File: config.mk
export PLATFORM = sky130hd
export DESIGN_NAME = fifo_wr_arb
export DESIGN_NICKNAME = d
export VERILOG_FILES = /design/src/rtl/fifo_wr_arb.sv
export SDC_FILE = /design/constraint.sdc
export NUM_CORES = 1
export LEC_CHECK = 0
export CAP_MARGIN = 20
export CORE_ASPECT_RATIO = 1.1
export CORE_MARGIN = 4
export CORE_UTILIZATION = 27
export CTS_CLUSTER_DIAMETER = 60
export DETAILED_ROUTE_END_ITERATION = 10
export HOLD_SLACK_MARGIN = 0.02
export PLACE_DENSITY_LB_ADDON = 0.1
export SYNTH_ARGS = -nofsm -noshare
export SYNTH_HDL_FRONTEND = slang
export SYNTH_SLANG_ARGS = --single-unit
File: constraint.sdc
create_clock -name w_clk -period 2.8 [get_ports w_clk]
set_input_delay 0.28 -clock w_clk [delete_from_list [all_inputs] [get_ports w_clk]]
set_output_delay 0.28 -clock w_clk [all_outputs]
set_load 0.02 [all_outputs]
File: src/rtl/fifo_wr_arb.sv
// fifo_wr_arb
// -----------------------------------------------------------------------------
// Round-robin arbiter that shares the write side of the async FIFO
// (w_push / w_data / w_full) among NUM_REQ requesters. One requester owns the
// port for a whole burst. The burst ends on that requester's last beat or after
// MAX_BURST beats, whichever comes first. Every burst is followed by one IDLE
// cycle, which is where the next owner is chosen. Everything runs in the write
// clock domain.
//
// Handshake: a requester beat transfers in a cycle where req_valid[i] and
// req_ready[i] are both high. req_ready[i] is high only while i owns the port
// and w_full is low, and it does not depend on req_valid[i]. A requester must
// hold req_valid, req_last and its data stable until the beat transfers.
// w_push goes high exactly for those transfers, so the FIFO is never pushed
// while w_full is high.
//
// Ports
//   w_clk      write-domain clock, all state changes on the rising edge
//   w_rst      asynchronous active-high reset
//   req_valid  per-requester beat valid
//   req_last   per-requester end-of-burst flag, qualified by req_valid
//   req_data   requester i drives bits [i*DATA_WIDTH +: DATA_WIDTH]
//   req_ready  per-requester accept
//   w_full     FIFO full flag (registered in the FIFO)
//   w_push     FIFO write strobe
//   w_data     FIFO write data
//   grant      registered one-hot owner, zero when idle
//   busy       high while a burst is in progress (FSM state XFER)
// -----------------------------------------------------------------------------
module fifo_wr_arb #(
  parameter int NUM_REQ    = 4,
  parameter int DATA_WIDTH = 32,
  parameter int MAX_BURST  = 8
) (
  input  logic                          w_clk,
  input  logic                          w_rst,
  input  logic [NUM_REQ-1:0]            req_valid,
  input  logic [NUM_REQ-1:0]            req_last,
  input  logic [NUM_REQ*DATA_WIDTH-1:0] req_data,
  output logic [NUM_REQ-1:0]            req_ready,
  input  logic                          w_full,
  output logic                          w_push,
  output logic [DATA_WIDTH-1:0]         w_data,
  output logic [NUM_REQ-1:0]            grant,
  output logic                          busy
);

  localparam int PTR_W = $clog2(NUM_REQ);
  localparam int CNT_W = $clog2(MAX_BURST) + 1;
  // One extra bit so that rr_ptr + offset can be wrapped without overflow.
  localparam int SUM_W = PTR_W + 1;

  localparam logic [CNT_W-1:0] LAST_BEAT = CNT_W'(MAX_BURST - 1);
  localparam logic [PTR_W-1:0] TOP_PTR   = PTR_W'(NUM_REQ - 1);

  typedef enum logic {
    IDLE = 1'b0,
    XFER = 1'b1
  } state_t;

  state_t             state, state_d;
  logic [NUM_REQ-1:0] grant_d;
  logic [PTR_W-1:0]   rr_ptr, rr_ptr_d;
  logic [CNT_W-1:0]   beat_cnt, beat_cnt_d;

  logic               sel_found;
  logic [PTR_W-1:0]   sel_idx;
  logic [PTR_W-1:0]   owner_idx;
  logic               owner_last;
  logic               burst_end;

  // The FSM state is visible outside the block as busy.
  assign busy = (state == XFER);

  // Search upward from rr_ptr for the first valid requester, wrapping at NUM_REQ.
  always_comb begin
    logic [SUM_W-1:0] cand;
    sel_found = 1'b0;
    sel_idx   = '0;
    cand      = '0;
    for (int i = 0; i < NUM_REQ; i++) begin
      cand = {1'b0, rr_ptr} + SUM_W'(i);
      if (cand >= SUM_W'(NUM_REQ)) begin
        cand = cand - SUM_W'(NUM_REQ);
      end
      if (!sel_found && req_valid[cand[PTR_W-1:0]]) begin
        sel_found = 1'b1;
        sel_idx   = cand[PTR_W-1:0];
      end
    end
  end

  // Owner decode and write-data mux. grant is zero outside XFER, so the
  // AND-OR mux also gives w_data = 0 whenever the block is idle or in reset.
  always_comb begin
    owner_idx  = '0;
    owner_last = 1'b0;
    w_data     = '0;
    for (int i = 0; i < NUM_REQ; i++) begin
      if (grant[i]) begin
        owner_idx = owner_idx | PTR_W'(i);
      end
      owner_last = owner_last | (grant[i] & req_last[i]);
      w_data     = w_data | (req_data[i*DATA_WIDTH +: DATA_WIDTH] & {DATA_WIDTH{grant[i]}});
    end
  end

  assign req_ready = grant & {NUM_REQ{~w_full}};
  assign w_push    = (|(grant & req_valid)) & ~w_full;
  assign burst_end = w_push & (owner_last | (beat_cnt == LAST_BEAT));

  always_ff @(posedge w_clk or posedge w_rst) begin
    if (w_rst) begin
      state    <= IDLE;
      grant    <= '0;
      rr_ptr   <= '0;
      beat_cnt <= '0;
    end else begin
      state    <= state_d;
      grant    <= grant_d;
      rr_ptr   <= rr_ptr_d;
      beat_cnt <= beat_cnt_d;
    end
  end

  // Next-state logic. While w_full is high in XFER there is no push, so
  // state, count and grant all hold. If the owner drops req_valid mid-burst
  // the grant is held too; the burst ends only on a last beat or MAX_BURST.
  always_comb begin
    state_d    = state;
    grant_d    = grant;
    rr_ptr_d   = rr_ptr;
    beat_cnt_d = beat_cnt;
    case (state)
      IDLE: begin
        if (sel_found) begin
          state_d          = XFER;
          grant_d          = '0;
          grant_d[sel_idx] = 1'b1;
          beat_cnt_d       = '0;
        end
      end
      XFER: begin
        if (w_push) begin
          beat_cnt_d = beat_cnt + 1'b1;
          if (burst_end) begin
            state_d  = IDLE;
            grant_d  = '0;
            rr_ptr_d = (owner_idx == TOP_PTR) ? '0 : owner_idx + 1'b1;
          end
        end
      end
      default: begin
        state_d = IDLE;
        grant_d = '0;
      end
    endcase
  end

endmodule

==> impl_metrics.yaml, run 1 <==
status:
  status: "finished, final reports clean"
yosys:
  ys_top_cells_by_count: "a22oi_1 (66), nand2_1 (36), dfrtp_1 (11), clkbuf_1 (10), nor2b_1 (7)"
  ys_ff_latch: 11
  synth_area_per_cell_um2: 7.50
  yosysTopAreaCell: "a22oi_1"
  synth_nets: 321
  syn-cell-area_um2: 1360
  synth.most_common_cell: "a22oi_1"
  synth_area_leaders: "a22oi_1 (36%), dfrtp_1 (20%), nand2_1 (10%)"
  async_flop_share_pct: 100
  synth_top_area_share_pct: 36.5
  synth.yosys.warnings: 0
  synth_cell_types: 31
  ys_seq_area_share_pct: 20.3
  synth_ff_type: "dfrtp_1"
  synth_edf_count: 0
  syn_inst: 181
global_routing:
  grt_pass1_wl_um: 11000
  grt_max_degree: 31
  grt_usage_pct: 23.2
  overflow: 0
  grt_pass1_vias: 1990
  antenna_found_initial: 0
sta:
  max_slew.worst_pin.slew_ns: 0.599
  slew_headroom_pct: 60.1
  max_freq_mhz: 436
  setup_ws_ns: 0.508
  setup_viol: 0
  fin_skew_ns: 0.00127
  finalHoldViolCount: 0
  setup_tns_ns: 0
  drv_slew: 0
  min_period_over_period_pct: 81.8
  fin_crit_ns: 2.29
  rsz0062_at_grt: "no"
power_and_ir_drop:
  cellPowerDensity_nw_per_um2: 828
  power.leakage_nw: 1.29
  ir_worst_vdd_mv: 0.512
layout:
  final.fill_count: 403
  diodes: 0
  syn2layout_area_growth_pct: 141
  nets: 494
  drive_above_1_share_pct: 3.97
floorplan:
  core_um2: 4750
  start_util_pct: 28.6
  ios: 181
  die_height_um: 82.4
  fp-row-count: 26
  die_area_um2: 6230
  dieWidth_um: 75.6
cts:
  clkTransAtPathRegs_ns: 0.05
  cts_tree: "done"
  clock-sinks: 11
  htree_levels: 1
  root_buffer: "clkbuf_8"
  cts_resized: 0
  clkLatencyLatePin_ns: 0.24
  post_cts_buffers: 0
  clockBufferDepth: 2
  cts_hold_buf: 0
  cts_buffers: 3
setup_path:
  worstSetupPathType: "reg2out"
  slowest_delay_ns: 0.72
  end_kind: "output pin"
  required_ns: 2.52
  critical_path.cell_chain: "buf_12 -> a22oi_1 -> nand2_1 -> clkdlybuf4s50_1"
  critical_path.slowest_cell: "dfrtp_1"
  worstPathArrival_ns: 2.01
  cp_max_fo: 26
  critical_path.startpoint_type: "flop"
detailed_routing:
  wl_per_cell_um: 19.9
  drt-initial-drc-count: 121
  drt_wl_total_um: 8140
  route.vias.total: 2149
  drc_errors: 0
  dr.pass1.iters: 5
  viasPerCell: 5.25
  ant_nets: 0
flow_run:
  drv_cap: 0
min_path:
  worst_hold_path_type: "in2async"
placed_design:
  gp_congestion: 0.861
  place_hpwl_um: 6640
  dp_slack_ns: 0.691
  io_buffers: 180
flip-flops by register name, summed over array words and instances, names as in the netlist:
signal	cells
busy	1
grant	4
rr_ptr	2
beat_cnt	4
routing by layer:
| layer | wire length, um | part of all wire, % | global-route usage [%] | vias to the layer above |
|---|---|---|---|---|
| li1 | - | - | - | 1051 |
| met4 | 142 | 1.7 | 5.42 | 0 |
| met5 | 0 | 0 | 0 | - |
| met3 | 748 | 9.2 | 4.96 | 11 |
| met2 | 4140 | 51 | 41.9 | 100 |
| met1 | 3110 | 38 | 27.6 | 987 |
power breakdown:
group | total [mW] | internal, mW | switching [mW]
combinational | 2.21 | 1.11 | 1.10
clock | 0.161 | 0.100 | 0.0611
sequential | 0.338 | 0.216 | 0.122
total | 2.71 | 1.43 | 1.28
worst max-delay path, delay by kind of cell (launching register included):
family	cells	cell delay, ns
AO/OA/AOI/OAI	1	0.10
flip-flops	1	0.72
AND/OR/NAND/NOR	1	0.08
buffers and inverters	2	0.86
cells by family (layout without fill, tap and decap cells):
family                   count (synthesis)  count (layout)  share of synthesized area, %
flip-flops                              11              11                          20.3
adder cells (fa/ha/maj)                  1               1                         0.922
XOR/XNOR                                 1               1                         0.645
AND/OR/NAND/NOR                         56              56                          18.1
multiplexers                             2               2                          2.21
AO/OA/AOI/OAI                           88              88                          51.0
buffers and inverters                   22             194                          6.91
final timing paths:
| path | cells past startpoint | from | to | slack (ns) |
|---|---|---|---|---|
| max | 4 | grant[1]$_DFFE_PP0P_ | w_data[19] | 0.51 |
| min | 2 | w_rst | busy$_DFF_PP0_ | 0.33 |
| max reg2reg | 4 | grant[1]$_DFFE_PP0P_ | rr_ptr[0]$_DFFE_PP0P_ | 0.91 |
| min reg2reg | 1 | beat_cnt[3]$_DFFE_PP0P_ | beat_cnt[3]$_DFFE_PP0P_ | 0.49 |
| max in group asynchronous | 2 | w_rst | beat_cnt[0]$_DFFE_PP0P_ | 2.19 |
| min in group w_clk | 1 | beat_cnt[3]$_DFFE_PP0P_ | beat_cnt[3]$_DFFE_PP0P_ | 0.49 |
placed cells by master, fill, tap and decap left out:
master           netlist  routed
buf_4                  0       2
o21ai_4                1       1
xnor2_1                1       1
nor4_1                 1       1
a211o_1                1       1
buf_12                 0       3
o21ai_0                2       2
nand3_1                3       3
a21o_1                 1       1
a22oi_1               66      66
nand3b_1               1       1
inv_1                  5       5
o32a_1                 1       1
nand2_1               36      36
or2_2                  1       1
nor2b_1                7       7
o31ai_1                2       2
a22o_4                 1       1
a22o_1                 1       1
mux2_4                 2       2
o32ai_1                5       5
a31oi_4                1       1
clkdlybuf4s50_1        0     180
a211oi_1               1       1
clkbuf_1              10       1
o211ai_1               2       2
nand2b_1               2       2
ha_1                   1       1
a21oi_1                3       3
clkbuf_8               0       3
nor2_1                 5       5
dfrtp_1               11      11
final cells by class:
cell class / instances / area, um^2 / area share, %
clock buffers: 4 / 45.0 / 1.38
multi-input cells: 148 / 988 / 30.2
flip-flops and latches: 11 / 275 / 8.41
well taps: 56 / 70.1 / 2.14
inverters: 5 / 18.8 / 0.573
repair buffers: 185 / 1880 / 57.3
per-stage QoR:
step	std cells	util, %	hold slack, ns	power [mW]	instance area, um^2
after global routing	409	68.9	0.365	2.86	3270
after CTS	409	68.9	0.346	2.71	3270
final	409	68.9	0.326	2.71	3270
after detailed placement	405	68.0	0.480	2.55	3230
after global placement	405	68.0	0.476	2.52	3230
after floorplan	181	-	0.132	1.45	1360
Power figures use the tool's default switching activity.
==> run 2: changes to the inputs <==
- CORE_UTILIZATION: 27 -> 25
- clock period: 2.8 -> 2.2 ns (I/O delays scaled with it)
==> impl_metrics.yaml, run 2 (synthesis results as in run 1) <==
sta:
  max_freq_mhz: 485
  slew_headroom_pct: 74.2
  fin_skew_ns: 0.000491
  min_period_over_period_pct: 93.8
  setup_tns_ns: 0
  fin_crit_ns: 2.06
  max_slew.worst_pin.slew_ns: 0.383
  setup_viol: 0
  rsz0062_at_grt: "no"
  drv_slew: 0
  finalHoldViolCount: 0
flow_run:
  drv_cap: 0
layout:
  layout_common_cells: "clkdlybuf4s50_1 (180), a22oi_1 (66), nand2_1 (36)"
  nets: 495
  final.fill_count: 462
  drive_above_1_share_pct: 4.24
  instances_no_fill: 426
  top_regs: "beat_cnt: 4 flops, grant: 4 flops, rr_ptr: 2 flops"
  diodes: 0
  final_common_cell: "clkdlybuf4s50_1"
  syn2layout_area_growth_pct: 143
global_routing:
  grt_usage_pct: 22.6
  overflow: 0
  grt_pass1_wl_um: 12100
  grt_pass1_vias: 2144
  antenna_found_initial: 0
  grt_max_degree: 37
cts:
  cts_hold_buf: 0
  cts_buffers: 3
  clock-sinks: 11
  cts_tree: "done"
  clkTransAtPathRegs_ns: 0.05
  htree_levels: 1
  clockBufferDepth: 2
  cts_resized: 0
  post_cts_buffers: 0
  root_buffer: "clkbuf_8"
  clkLatencyLatePin_ns: 0.23
placed_design:
  gp_congestion: 0.800
  io_buffers: 180
  dp_cells: 422
  place_hpwl_um: 6560
power_and_ir_drop:
  cellPowerDensity_nw_per_um2: 1050
  ir_worst_vdd_mv: 0.667
  power.leakage_nw: 1.30
floorplan:
  die_height_um: 85.3
  start_util_pct: 26.4
  die_area_um2: 6670
  fp-row-count: 27
  core_um2: 5130
  ios: 181
  dieWidth_um: 78.3
detailed_routing:
  drt_wl_total_um: 8130
  drc_errors: 0
  viasPerCell: 5.12
  route.vias.total: 2179
  dr.pass1.iters: 5
  wl_per_cell_um: 19.1
  ant_nets: 0
  drt-initial-drc-count: 78
setup_path:
  worstPathArrival_ns: 1.84
  critical_path.startpoint_type: "flop"
  worstSetupPathType: "reg2out"
  required_ns: 1.98
  end_kind: "output pin"
  cp_max_fo: 27
status:
  status: "finished, final reports clean"
min_path:
  worst_hold_path_type: "in2async"
[run 2: where the power goes]
part	switching, mW	internal, mW
registers	0.110	0.276
logic	1.44	1.43
clock network	0.0720	0.127
total	1.62	1.83
[run 2: stage by stage]
step | util [%] | area, um^2 | worst slack, ns | hold WS (ns) | total power, mW
2_1_floorplan | - | 1360 | 0.555 | 0.0724 | 1.85
3_3_place_gp | 63.4 | 3260 | 0.247 | 0.469 | 3.25
3_5_place_dp | 63.4 | 3260 | 0.224 | 0.478 | 3.28
4_1_cts | 64.3 | 3300 | 0.139 | 0.264 | 3.49
5_1_grt | 64.3 | 3300 | 0.0295 | 0.301 | 3.67
6_report | 64.3 | 3300 | 0.137 | 0.260 | 3.46
[run 2: final timing paths]
check                                        start                       to  slack, ns  depth (start not counted)
setup / recovery              grant[1]$_DFFE_PP0P_                w_data[1]       0.14                          4
hold / removal                               w_rst  beat_cnt[0]$_DFFE_PP0P_       0.26                          2
setup reg to reg              grant[1]$_DFFE_PP0P_    rr_ptr[0]$_DFFE_PP0P_       0.44                          4
hold reg to reg            beat_cnt[3]$_DFFE_PP0P_  beat_cnt[3]$_DFFE_PP0P_       0.50                          1
max in group asynchronous                    w_rst     grant[1]$_DFFE_PP0P_       1.67                          2
min in group w_clk         beat_cnt[3]$_DFFE_PP0P_  beat_cnt[3]$_DFFE_PP0P_       0.50                          1
[run 2: area by class of cell]
cell class              instances  area (um^2)  area share [%]
clock buffers                   4         45.0            1.36
inverters                       5         18.8           0.568
well taps                      72         90.1            2.73
multi-input cells             148          988            29.9
flip-flops and latches         11          275            8.34
repair buffers                186         1880            57.1
[run 2: critical path: stages (launching register included)]
cell and delay, ns:
dfrtp_1 0.43, buf_4 0.35, a22oi_1 0.13, nand2_1 0.08
clkdlybuf4s50_1 0.62
[run 2: layer usage]
metal	GRT usage [%]	wire, um	up-vias	part of all wire (%)
met5	0	0	-	0
met4	5.41	175	0	2.2
met3	5.41	617	14	7.6
met2	40.4	4100	93	50
met1	27.0	3240	1017	40
li1	-	-	1055	-
==> run 3: changes to the inputs <==
- HOLD_SLACK_MARGIN: 0.02 -> not set
==> results of run 3 <==
Same layout as run 2: the final DEF is identical, and so are final timing and power.
